**src/rtl/alsu_pkg.sv**
```systemverilog
// Shared definitions for the ALSU result-collection path.
//   - opcode_e       : ALSU opcode encoding
//   - is_invalid()   : decides at issue time whether an operation is invalid
//   - result_entry_t : one captured result as stored in the result FIFO
package alsu_pkg;

  localparam int ALSU_OUT_W = 6;
  localparam int ALSU_OPC_W = 3;
  localparam int ALSU_TAG_W = 4;

  typedef enum logic [ALSU_OPC_W-1:0] {
    OR        = 3'd0,
    XOR       = 3'd1,
    ADD       = 3'd2,
    MULT      = 3'd3,
    SHIFT     = 3'd4,
    ROTATE    = 3'd5,
    INVALID_6 = 3'd6,
    INVALID_7 = 3'd7
  } opcode_e;

  typedef struct packed {
    logic [ALSU_OUT_W-1:0] out;
    logic [ALSU_OPC_W-1:0] opcode;
    logic [ALSU_TAG_W-1:0] tag;
    logic                  inv;
  } result_entry_t;

  // Opcodes 6/7 are never legal. A reduction request is only meaningful for
  // OR/XOR, so combining it with any arithmetic/shift opcode is invalid.
  function automatic logic is_invalid(input logic [ALSU_OPC_W-1:0] opcode,
                                      input logic                  red_op);
    logic inv;
    case (opcode_e'(opcode))
      INVALID_6, INVALID_7:     inv = 1'b1;
      ADD, MULT, SHIFT, ROTATE: inv = red_op;
      default:                  inv = 1'b0;
    endcase
    return inv;
  endfunction

endpackage

```
**src/rtl/alsu_result_fifo.sv**
```systemverilog
// First-word fall-through FIFO for captured ALSU results.
// Ports:
//   clk, rst   : clock, asynchronous active-low reset
//   push       : write request; push_data is the entry to store
//   pop        : read request; ignored while empty
//   head       : current head entry (all zero while empty)
//   full/empty : occupancy flags
//   count      : number of stored entries, 0..DEPTH
//   accepted   : push was written this cycle
//   dropped    : push was discarded because the FIFO was full with no pop
module alsu_result_fifo
  import alsu_pkg::*;
#(
  parameter type entry_t = result_entry_t,
  parameter int  DEPTH   = 8,
  localparam int CNT_W   = $clog2(DEPTH + 1),
  localparam int PTR_W   = $clog2(DEPTH)
) (
  input  logic             clk,
  input  logic             rst,
  input  logic             push,
  input  entry_t           push_data,
  input  logic             pop,
  output entry_t           head,
  output logic             full,
  output logic             empty,
  output logic [CNT_W-1:0] count,
  output logic             accepted,
  output logic             dropped
);

  entry_t           mem [DEPTH];
  logic [PTR_W-1:0] wr_ptr_reg;
  logic [PTR_W-1:0] rd_ptr_reg;
  logic [CNT_W-1:0] count_reg;
  logic [CNT_W-1:0] count_next;
  logic             pop_eff;
  logic             push_eff;

  assign empty    = (count_reg == '0);
  assign full     = (count_reg == CNT_W'(DEPTH));
  assign pop_eff  = pop && !empty;
  // A pop in the same edge frees the slot, so a push into a full FIFO
  // still succeeds when the head is leaving.
  assign push_eff = push && (!full || pop_eff);
  assign accepted = push_eff;
  assign dropped  = push && !push_eff;
  assign count    = count_reg;

  always_comb begin
    count_next = count_reg;
    case ({push_eff, pop_eff})
      2'b10:   count_next = count_reg + CNT_W'(1);
      2'b01:   count_next = count_reg - CNT_W'(1);
      default: count_next = count_reg;
    endcase
  end

  // Pointers wrap naturally because DEPTH is a power of two.
  always_ff @(posedge clk or negedge rst) begin
    if (!rst) begin
      wr_ptr_reg <= '0;
      rd_ptr_reg <= '0;
      count_reg  <= '0;
    end else begin
      if (push_eff) wr_ptr_reg <= wr_ptr_reg + PTR_W'(1);
      if (pop_eff)  rd_ptr_reg <= rd_ptr_reg + PTR_W'(1);
      count_reg <= count_next;
    end
  end

  // Storage carries no reset; emptiness is tracked by count_reg alone.
  always_ff @(posedge clk) begin
    if (push_eff) mem[wr_ptr_reg] <= push_data;
  end

  // Fall-through read; forced to zero when empty so stale data never shows.
  assign head = empty ? '0 : mem[rd_ptr_reg];

endmodule

```
**src/rtl/alsu_result_collector.sv**
```systemverilog
// Collects ALSU results: follows each issued operation through the ALSU's
// fixed latency, captures the matching `out`, and queues it for a consumer.
// Ports:
//   clk, rst            : clock, asynchronous active-low reset
//   issue_valid/opcode/red_op/tag : operation applied to the ALSU this cycle
//   alsu_out            : ALSU result bus
//   res_valid/ready     : consumer handshake on the FIFO head
//   res_data/opcode/tag/invalid : head entry fields
//   count               : FIFO occupancy
//   overflow            : sticky, set when a capture was dropped
//   invalid_cnt         : saturating count of captured invalid operations
//   clear_stat          : synchronous clear of overflow and invalid_cnt
module alsu_result_collector
  import alsu_pkg::*;
#(
  parameter int OUT_W   = ALSU_OUT_W,
  parameter int OPC_W   = ALSU_OPC_W,
  parameter int TAG_W   = ALSU_TAG_W,
  parameter int LATENCY = 2,
  parameter int DEPTH   = 8
) (
  input  logic                       clk,
  input  logic                       rst,
  input  logic                       issue_valid,
  input  logic [OPC_W-1:0]           issue_opcode,
  input  logic                       issue_red_op,
  input  logic [TAG_W-1:0]           issue_tag,
  input  logic [OUT_W-1:0]           alsu_out,
  output logic                       res_valid,
  input  logic                       res_ready,
  output logic [OUT_W-1:0]           res_data,
  output logic [OPC_W-1:0]           res_opcode,
  output logic [TAG_W-1:0]           res_tag,
  output logic                       res_invalid,
  output logic [$clog2(DEPTH+1)-1:0] count,
  output logic                       overflow,
  output logic [7:0]                 invalid_cnt,
  input  logic                       clear_stat
);

  typedef struct packed {
    logic             valid;
    logic [OPC_W-1:0] opcode;
    logic [TAG_W-1:0] tag;
    logic             inv;
  } stage_t;

  typedef struct packed {
    logic [OUT_W-1:0] out;
    logic [OPC_W-1:0] opcode;
    logic [TAG_W-1:0] tag;
    logic             inv;
  } entry_t;

  stage_t                 stage_in;
  stage_t [LATENCY-1:0]   stage_reg;
  stage_t                 tail;
  entry_t                 push_entry;
  entry_t                 head;
  logic                   fifo_full;
  logic                   fifo_empty;
  logic                   fifo_accepted;
  logic                   fifo_dropped;
  logic                   overflow_reg;
  logic [7:0]             invalid_cnt_reg;

  always_comb begin
    stage_in        = '0;
    stage_in.valid  = issue_valid;
    stage_in.opcode = issue_opcode;
    stage_in.tag    = issue_tag;
    stage_in.inv    = is_invalid(ALSU_OPC_W'(issue_opcode), issue_red_op);
  end

  // Stage 0 loads at the issue edge; after LATENCY-1 further edges the entry
  // sits in the last stage, so it is captured at issue edge + LATENCY,
  // the same edge at which the ALSU result is valid.
  always_ff @(posedge clk or negedge rst) begin
    if (!rst) begin
      stage_reg <= '0;
    end else begin
      stage_reg[0] <= stage_in;
      for (int i = 1; i < LATENCY; i++) begin
        stage_reg[i] <= stage_reg[i-1];
      end
    end
  end

  assign tail = stage_reg[LATENCY-1];

  always_comb begin
    push_entry        = '0;
    push_entry.out    = alsu_out;
    push_entry.opcode = tail.opcode;
    push_entry.tag    = tail.tag;
    push_entry.inv    = tail.inv;
  end

  alsu_result_fifo #(
    .entry_t (entry_t),
    .DEPTH   (DEPTH)
  ) u_fifo (
    .clk       (clk),
    .rst       (rst),
    .push      (tail.valid),
    .push_data (push_entry),
    .pop       (res_ready),
    .head      (head),
    .full      (fifo_full),
    .empty     (fifo_empty),
    .count     (count),
    .accepted  (fifo_accepted),
    .dropped   (fifo_dropped)
  );

  // Clear takes priority so software can zero the stats without racing
  // against traffic.
  always_ff @(posedge clk or negedge rst) begin
    if (!rst) begin
      overflow_reg    <= 1'b0;
      invalid_cnt_reg <= '0;
    end else if (clear_stat) begin
      overflow_reg    <= 1'b0;
      invalid_cnt_reg <= '0;
    end else begin
      if (fifo_dropped) overflow_reg <= 1'b1;
      // Only entries that actually made it into the FIFO are counted.
      if (fifo_accepted && push_entry.inv && (invalid_cnt_reg != 8'hFF)) begin
        invalid_cnt_reg <= invalid_cnt_reg + 8'd1;
      end
    end
  end

  assign res_valid   = !fifo_empty;
  assign res_data    = head.out;
  assign res_opcode  = head.opcode;
  assign res_tag     = head.tag;
  assign res_invalid = head.inv;
  assign overflow    = overflow_reg;
  assign invalid_cnt = invalid_cnt_reg;

endmodule

```
**config.mk**
```make
export PLATFORM = sky130hd
export DESIGN_NAME = alsu_result_collector
export DESIGN_NICKNAME = d
export VERILOG_FILES = /design/src/rtl/alsu_pkg.sv /design/src/rtl/alsu_result_fifo.sv /design/src/rtl/alsu_result_collector.sv
export SDC_FILE = /design/constraint.sdc
export NUM_CORES = 1
export LEC_CHECK = 0
export ABC_CLOCK_PERIOD_IN_PS = 3600
export CORE_MARGIN = 4
export CORE_UTILIZATION = 57
export DETAILED_ROUTE_END_ITERATION = 10
export GPL_TIMING_DRIVEN = 1
export PLACE_DENSITY_LB_ADDON = 0.05
export SLEW_MARGIN = 25
export SYNTH_ARGS = -nofsm -noshare
export SYNTH_HDL_FRONTEND = slang
export SYNTH_HIERARCHICAL = 1
export SYNTH_SLANG_ARGS = --single-unit
```
**constraint.sdc**
```tcl
create_clock -name clk -period 3.6 [get_ports clk]
set_input_delay 0.54 -clock clk [delete_from_list [all_inputs] [get_ports clk]]
set_output_delay 0.54 -clock clk [all_outputs]
set_load 0.03 [all_outputs]
```
# Word-level counts from Yosys, hierarchy flattened
# Memory sizes are Yosys's and may differ from the RTL's.
# Index checks and enable logic that the tools add are counted.
[op_classes]
eq_ne = 10
muxes = 9
n_reduce_logical = 15
n_addsub = 5
[ops]
columns = ["cell", "n"]
rows = [
  ["8-bit two-way mux", 2],
  ["14-bit two-way mux", 1],
  ["3-bit == test (second input constant)", 4],
  ["8-bit by 1-bit adder with 8-bit output (second input constant)", 1],
  ["8-bit != test (second input constant)", 1],
  ["4-bit case mux with 2 select lines", 1],
  ["3-bit by 1-bit adder with 3-bit output (second input constant)", 2],
  ["3-bit by 2-bit == test with 1-bit output (second input constant)", 2],
  ["2-bit nonzero test", 3],
  ["1-bit logical AND", 5],
  ["4-bit by 1-bit adder with 4-bit output (second input constant)", 1],
  ["4-bit == test (second input constant)", 1],
  ["4-bit logical NOT", 1],
  ["1-bit two-way mux", 4],
  ["4-bit OR reduction", 1],
  ["4-bit by 1-bit subtractor with 4-bit output (second input constant)", 1],
  ["1-bit logical NOT", 3],
  ["2-bit by 1-bit == test with 1-bit output (second input constant)", 1],
  ["2-bit == test (second input constant)", 1],
  ["1-bit case mux with 2 select lines", 1],
  ["2-bit OR reduction", 1],
  ["1-bit logical OR", 1],
]
[totals]
memories = 1
ff_bits = 37
output_inout_bits = 28
ram_bits = 112
[memory_table]
columns = ["name", "depth", "word_bits", "rd", "rd_clocked_by_memory_dff", "wr", "line", "text"]
rows = [
  ["u_fifo.mem", 8, 14, 1, 0, 1, "alsu_result_fifo.sv:32", "entry_t mem [DEPTH];"],
]

# Longest topological paths before layout
[depth]
word_depth = 9
ltp_mapped = 9
mapped_depth_nobuf = 9

# By module
# Netlist, hierarchy kept.
[by_module_without_submodules]
columns = ["mod", "instances", "area_each_um2", "cells_each", "seq_area_each_um2"]
rows = [
  ["alsu_result_fifo", 1, 4852.2, 236, 3613.5],
  ["alsu_result_collector", 1, 923.4, 66, 675.6],
]

# Worst setup path after synthesis
# No wires, ideal clock.
[synth_path]
path_kind = "reg2reg"
start = "register u_fifo.count_reg[1], in the netlist u_fifo/count[1]"
end = "memory u_fifo/mem[0][0] in the netlist's numbering (enable)"
setup_slack_ns = 0.822
t_required_ns = 3.179
path_stages_with_launch = 4
synth_period_minus_slack_ns = 2.778
arrival_time_ns = 2.357
cell_sequence = "dfrtp_1 -> or4b_4 -> o21ai_4 -> nor4_1"
[synth_between]
elab_chain_cells = 7
[synth_rtl]
columns = ["item", "line", "text"]
rows = [
  ["start: declaration", "alsu_result_fifo.sv:35", "logic [CNT_W-1:0] count_reg;"],
  ["start signal: assignment", "alsu_result_fifo.sv:68", "count_reg <= count_next;"],
  ["4-bit logical NOT", "alsu_result_fifo.sv:40", "assign empty = (count_reg == '0);"],
  ["1-bit logical NOT", "alsu_result_fifo.sv:42", "assign pop_eff = pop && !empty;"],
  ["1-bit logical AND", "alsu_result_fifo.sv:42", ""],
  ["1-bit logical OR *", "alsu_result_fifo.sv:45", "assign push_eff = push && (!full || pop_eff);"],
  ["1-bit logical AND *", "alsu_result_fifo.sv:45", ""],
  ["1-bit two-way mux *", "alsu_result_fifo.sv:74", "if (push_eff) mem[wr_ptr_reg] <= push_data;"],
  ["1-bit two-way mux (not written as such) *", "alsu_result_fifo.sv:74", ""],
  ["end: declaration", "alsu_result_fifo.sv:32", ""],
]
# Mark *: on every way between the ends. The rest lies on a longest branch, timed or not.

# Worst setup path in the final report
[layout_path]
start = "register u_fifo.rd_ptr_reg[0]"
end = "output res_opcode[1]"
[layout_between]
elab_chain_cells = 2
[layout_rtl]
columns = ["item", "line", "text"]
rows = [
  ["start: declaration", "alsu_result_fifo.sv:34", "logic [PTR_W-1:0] rd_ptr_reg;"],
  ["start signal: assignment", "alsu_result_fifo.sv:67", "if (pop_eff) rd_ptr_reg <= rd_ptr_reg + PTR_W'(1);"],
  ["memory read 8 x 14 bit", "--", ""],
  ["14-bit two-way mux", "alsu_result_fifo.sv:78", "assign head = empty ? '0 : mem[rd_ptr_reg];"],
  ["end: declaration", "alsu_result_collector.sv:32", "output logic [OPC_W-1:0] res_opcode,"],
]
# No other way between the ends.

==> results <==
==> critical path: stages, from the launching register on <==
cell             delay, ns
dfrtp_2               0.67
buf_12                0.25
mux4_2                0.52
mux2i_1               0.16
nor2_1                0.07
clkdlybuf4s50_1       0.60
==> layout make-up <==
cell class,instances,area (um^2),share of cell area [%]
Multi-Input combinational cell,140,1455,20.73
Clock inverter,13,108.9,1.551
Timing Repair Buffer,58,558.0,7.952
Sequential cell,149,4290,61.13
Clock buffer,19,431.7,6.151
Tap cell,133,166.4,2.371
Inverter,2,7.507,0.1070
==> through the flow <==
step | power, uW | worst slack (ns) | std cells
final | 5768 | 0.2744 | 514
after global routing | 6059 | 0.08700 | 514
after CTS | 5856 | 0.1965 | 514
after detailed placement | 4273 | 0.7620 | 482
after global placement | 4237 | 0.7714 | 482
after floorplan | 3576 | 0.8294 | 301
==> layer usage <==
layer	up-vias	part of all wire [%]	track usage, %
met1	1438	41	24.00
met5	-	0	0
met2	65	54	30.10
li1	1320	-	-
met4	0	0.72	8.115
met3	7	4.4	4.677
==> power breakdown <==
part	internal, uW	total [uW]	switching (uW)
Combinational	894	1870	977
Clock	929	1570	639
Sequential	2120	2330	213
==> path summary, 6_finish.rpt <==
| check | start | to | slack (ns) | cells after the start |
|---|---|---|---|---|
| min in group clk | stage_reg[6] | push_entry[6] | 0.35 | 0 |
| max in group asynchronous | rst | u_fifo/rd_ptr_reg[0] | 2.88 | 1 |
| min | rst | push_entry[3] | 0.13 | 1 |
| max | u_fifo/rd_ptr_reg[0] | res_opcode[1] | 0.27 | 5 |
| min reg2reg | stage_reg[6] | push_entry[6] | 0.35 | 0 |
| max reg2reg | u_fifo/count[2] | u_fifo/count[2] | 0.94 | 9 |
==> reports/metrics.yaml <==
status:
  status: "finished, final reports clean"
floorplanning:
  initial_core_util_pct: 58.78
  io_pins: 47
  core_mm2: 0.009819
  rows: 36
  dieArea_mm2: 0.01180
  dieWidth_um: 108.6
  die_y_um: 108.6
timing:
  max-slew-margin-rel_pct: 43.99
  fmax_mhz: 300.7
  fin_tns_setup_ns: 0
  fin_crit_ns: 3.326
  rsz0062_at_grt: "no"
  period_share_pct: 92.38
  skew_ns: 0.008905
  setup_violations: 0
  slew_violations: 0
  hold_viol_final: 0
  tightest_slew_ns: 0.8401
  hold_slack_ns: 0.1296
global_route:
  grt_antenna_before_repair: 0
  grt_pass1_vias: 2926
  grt_pass1_wl_mm: 15.44
  track_usage_pct: 18.54
  grt_max_degree: 38
  overflow: 0
synthesis:
  synth_cells: 301
  synth_nets: 326
  syn-cell-area_mm2: 0.005772
  yosysWarnings: 6
  syn_area_per_cell_um2: 19.18
worst_hold_path:
  worst_hold_path_type: "in2async"
clocking:
  cts_tree: "done"
  cts_buffer_depth: 2
  cts_hold_buf: 0
  htreeDepth: 4
  post_cts_buffers: 0
  clock-sinks: 149
  ctsResizeCount: 0
  insertion_delay_ns: 0.51
  numCtsBuffers: 17
  path_clk_slew_ns: 0.06
  clock-root-buffer: "clkbuf_8"
critical_path:
  crit_fanout: 17
  setup.worst_path.end_class: "output pin"
  path_class: "reg2out"
  startpoint_type: "flip-flop"
  cp.required_ns: 3.06
  arrival_ns: 2.79
detailed_routing:
  vias: 2830
  finalWirelength_mm: 9.760
  remaining_drc_errors: 0
  dr.pass1.iters: 4
  via_per_inst: 5.506
  wl_per_cell_um: 18.99
  drt_iter0_markers: 141
  ant_nets: 0
pwr:
  peakVddDrop_v: 0.0006826
  power_density_mw_per_mm2: 821.9
  p_leak_uw: 0.002488
layout:
  n_antenna_cell: 0
  final_common_cell: "edfxtp_1"
  most-common-layout-cells: "112 x edfxtp_1, 45 x clkdlybuf4s50_1, 36 x dfrtp_1"
  postLayoutCellArea_mm2: 0.007018
  final_util_pct: 71.47
  area_growth_pct: 21.59
  largest_reg_flops: 112
  drive_above_1_share_pct: 23.36
  fin_nets: 393
  fillers: 680
placement:
  place_hpwl_mm: 5.852
  port_buffers: 46
  globalplace.congestion: 0.7408
  placed_area_mm2: 0.006477
flow_run:
  max-cap-violations: 0
No activity file was read; power rests on OpenSTA's default activity.
==> RTL change 1 (same settings) <==
`ALSU_OUT_W`: 6 -> 12.
--- a/src/rtl/alsu_pkg.sv
+++ b/src/rtl/alsu_pkg.sv
@@ -4,7 +4,7 @@
 //   - result_entry_t : one captured result as stored in the result FIFO
 package alsu_pkg;
 
-  localparam int ALSU_OUT_W = 6;
+  localparam int ALSU_OUT_W = 12;
   localparam int ALSU_OPC_W = 3;
   localparam int ALSU_TAG_W = 4;
 
Interface: changed (resized alsu_out and res_data); port bits go from 47 to 59. No check against the original RTL was run, so the function may have changed too.
==> RTL change 1 against the original RTL <==
  * Routed wire length increased by 38%
  * Total power increased by 29%
  * Die area increased by 29%
  * Clock skew decreased by 0.0037 ns
  * Area after synthesis increased by 31%
  * Non-clock buffer count increased by 14
  * Sequential cell count increased by 48
  * Worst setup slack improved by 0.073 ns
  * Design area increased by 29%
==> RTL change 1: results (changes against the original RTL) <==
[cells_and_area]
layout.nets=485  ; +23%
drive_gt1_frac=0.214  ; -0.0195
stdcell_count=639  ; +24%
largest_reg_flops=160  ; +43%
fillers=823  ; +21%

[yosys]
mappedNetlistNets=410  ; +26%
synth_cells=379  ; +26%
yosys_warnings=6  ; unchanged

[power]
peakVddDrop_mv=0.500  ; -27%
intPower_mw=5.05  ; +28%
p_leak_nw=3.12  ; +25%

[clocking]
clk_latency_ns=0.41  ; -0.10 ns
root_buffer=clkbuf_16

[outcome]
status=complete, no violations

[sta]
worst_pin_slew_ns=0.868  ; +0.0274 ns
fin_worst_skew_ns=0.00518  ; -0.00373 ns

[worst_setup_path]
critPathArrivalTime_ns=2.71  ; -0.08 ns
crit_path_max_incr_delay_ns=0.65  ; -0.02 ns
crit_fanout=18  ; +1

[routing]
totalWireLength_um=13500  ; +38%
num_vias=3680  ; +30%
drt_iter0_markers=330  ; +130%

[global_routing]
grt_max_degree=41  ; +7.9%
grt_usage=0.198  ; +0.0129
grt_pass1_wl_um=21600  ; +40%
grt_pass1_vias=3953  ; +35%

[placed_design]
place.gp.congestion=0.754  ; +1.8%
placedCellCount=607  ; +26%
placed_area_um2=8480  ; +31%
dp_hpwl_um=8060  ; +38%
io_buffers=58  ; +26%
pre_cts_slack_ns=0.724  ; -0.0383 ns

-- RTL change 1: final timing paths --
check | depth (start not counted) | endpoint | slack, ns | start
worst max-delay path | 5 | res_tag[2] | 0.35 | u_fifo/rd_ptr_reg[0]
worst min-delay path | 1 | invalid_cnt[0] | 0.24 | rst
worst max register to register | 9 | u_fifo/count[2] | 0.95 | u_fifo/count[2]
worst min register to register | 0 | push_entry[5] | 0.35 | stage_reg[5]
max in group asynchronous | 1 | u_fifo/rd_ptr_reg[0] | 2.76 | rst
min in group clk | 0 | push_entry[5] | 0.35 | stage_reg[5]
-- RTL change 1: area by class of cell --
| cell class | instances | area [µm²] | share of cell area |
|---|---|---|---|
| Clock buffer | 19 | 433 | 0.0479 |
| Sequential cell | 197 | 5730 | 0.634 |
| Multi-Input combinational cell | 164 | 1800 | 0.199 |
| Tap cell | 172 | 215 | 0.0238 |
| Timing Repair Buffer | 72 | 718 | 0.0794 |
| Inverter | 2 | 7.51 | 0.000830 |
| Clock inverter | 13 | 131 | 0.0145 |
-- RTL change 1: power groups by stage --
| stage | clock network [mW] | logic, mW | registers [mW] |
|---|---|---|---|
| floorplan | 0 | 1.71 | 3.02 |
| global placement | 0 | 2.60 | 3.07 |
| detailed placement | 0 | 2.63 | 3.09 |
| CTS | 1.83 | 2.64 | 3.05 |
| global route | 1.94 | 2.78 | 3.07 |
| finish | 1.79 | 2.59 | 3.04 |
-- RTL change 1: per-layer routing --
layer / share of wire / up-vias / global-route usage
met1: 0.42 / 1929 / 0.262
li1: - / 1647 / -
met2: 0.52 / 90 / 0.333
met5: 0 / - / 0
met4: 0.013 / 0 / 0.0699
met3: 0.047 / 14 / 0.0389
==> RTL change 2 (same flow settings) <==
Made on the original files. Make the reset (`rst`) synchronous in 3 clocked blocks. Comments in the files are not updated.
--- a/src/rtl/alsu_result_fifo.sv
+++ b/src/rtl/alsu_result_fifo.sv
@@ -57,7 +57,7 @@
   end
 
   // Pointers wrap naturally because DEPTH is a power of two.
-  always_ff @(posedge clk or negedge rst) begin
+  always_ff @(posedge clk) begin
     if (!rst) begin
       wr_ptr_reg <= '0;
       rd_ptr_reg <= '0;
--- a/src/rtl/alsu_result_collector.sv
+++ b/src/rtl/alsu_result_collector.sv
@@ -75,7 +75,7 @@
   // Stage 0 loads at the issue edge; after LATENCY-1 further edges the entry
   // sits in the last stage, so it is captured at issue edge + LATENCY,
   // the same edge at which the ALSU result is valid.
-  always_ff @(posedge clk or negedge rst) begin
+  always_ff @(posedge clk) begin
     if (!rst) begin
       stage_reg <= '0;
     end else begin
@@ -115,7 +115,7 @@
 
   // Clear takes priority so software can zero the stats without racing
   // against traffic.
-  always_ff @(posedge clk or negedge rst) begin
+  always_ff @(posedge clk) begin
     if (!rst) begin
       overflow_reg    <= 1'b0;
       invalid_cnt_reg <= '0;
Check against the original RTL: differs if rst is asserted again (counterexample within 4 cycles, from zero or initial values and one cycle with rst low); with rst held inactive, the same outputs for 10 cycles.
==> RTL change 2 against the original RTL <==
  * Routed wire length grew 10%
  * Synthesized cell count grew 20%
  * Final cell count grew 12%
  * Worst setup slack gained 0.098 ns
  * Sequential cell count grew 3
  * Design area grew 3.4%
  * Total power shrank 14%
  * Area after synthesis grew 4.1%
  * Register-to-register slack gained 0.33 ns
  * Critical endpoint is now res_opcode[0]
  * Largest power group unchanged
  * Highest routed layer unchanged
==> RTL change 2: results (changes against the original RTL) <==
[sta]
fin_worst_skew_ns=0.0105  ; +0.00155 ns
slew_headroom=0.619  ; +0.179

[placed_design]
pre_cts_slack_ns=0.910  ; +0.148 ns
dp_hpwl_um=6620  ; +13%
placedCellCount=543  ; +13%
placed_area_um2=6700  ; +3.5%

[yosys]
postSynth.asyncResetShare=0
mappedNetlistNets=388  ; +19%
synthTopCellsByCount=edfxtp_1, dfxtp_1, nor2_1
synth_cells=361  ; +20%

[global_routing]
grt_pass1_wl_um=17700  ; +14%
grt_usage=0.187  ; +0.00205
grt_max_degree=29  ; -24%

[outcome]
status=complete, no violations

[worst_setup_path]
cpMaxStageDelayCell=clkdlybuf4s50_1
critPathArrivalTime_ns=2.69  ; -0.10 ns
crit_path_max_incr_delay_ns=0.59  ; -0.08 ns
crit_fanout=21  ; +4

[power]
intPower_mw=3.52  ; -11%
p_total_mw=4.98  ; -14%
peakVddDrop_mv=0.493  ; -28%
share_comb_of_total_power=0.269  ; -0.055
pwr-share-clk=0.324  ; +0.052
powerDensity_nw_per_um2=686  ; -17%
p_leak_nw=2.45  ; -1.4%

[routing]
drt_iter0_markers=172  ; +22%
num_vias=3257  ; +15%
wl_per_cell_um=18.7  ; -1.4%

[clocking]
clk_latency_ns=0.51  ; about the same
path_clk_slew_ns=0.06  ; about the same
post_cts_buffers=0  ; unchanged

[cells_and_area]
stdcell_count=575  ; +12%
fillers=686  ; +0.88%
drive_gt1_frac=0.212  ; -0.0218
layout.nets=453  ; +15%

[worst_hold_path]
hp-class=flop to flop

RTL change 2: cell types whose count changed in the layout (fill, tap and decap cells not counted), moves of 3 or more:
cell	before	now
dfxtp_1	0	39
dfrtp_1	36	0
and2_1	1	21
inv_1	1	7
xor2_1	8	2
clkinv_2	6	1
inv_4	0	4
nand3_1	1	5
buf_4	11	14
clkinvlp_4	3	0
nor2_1	26	29
RTL change 2: kinds of logic (layout without fill, tap and decap cells):
family                   after synthesis  after routing  synth area share
AO/OA/AOI/OAI                         26             26            0.0358
buffers and inverters                 24            102            0.0208
AND/OR/NAND/NOR                       99             99            0.0891
adder cells (fa/ha/maj)                8              8            0.0179
multiplexers                          45             45             0.133
flip-flops                           152            152             0.693
XOR/XNOR                               7              7            0.0102
RTL change 2: cell type report:
type,instances,share of cell area
flip-flops and latches,152,0.574
multi-input cells,185,0.241
repair buffers,61,0.0807
clock buffers,21,0.0653
well taps,136,0.0234
clock inverters,11,0.0114
inverters,9,0.00465
RTL change 2: path summary, 6_finish.rpt:
| path | startpoint | to | slack [ns] | depth (start not counted) |
|---|---|---|---|---|
| setup / recovery | flop | res_opcode[0] | 0.37 | 5 |
| hold / removal | stage_reg[8] | stage_reg[17] | 0.43 | 1 |
| hold reg to reg | stage_reg[8] | stage_reg[17] | 0.43 | 1 |
| setup reg to reg | u_fifo/count[1] | u_fifo/count[3] | 1.27 | 9 |
RTL change 2: metal layers:
layer / vias up / global-route usage / share of wire
met5: - / 0 / 0
met4: 0 / 0.0542 / 0.0085
met3: 12 / 0.0486 / 0.048
met2: 91 / 0.305 / 0.52
met1: 1632 / 0.252 / 0.43
li1: 1522 / - / -
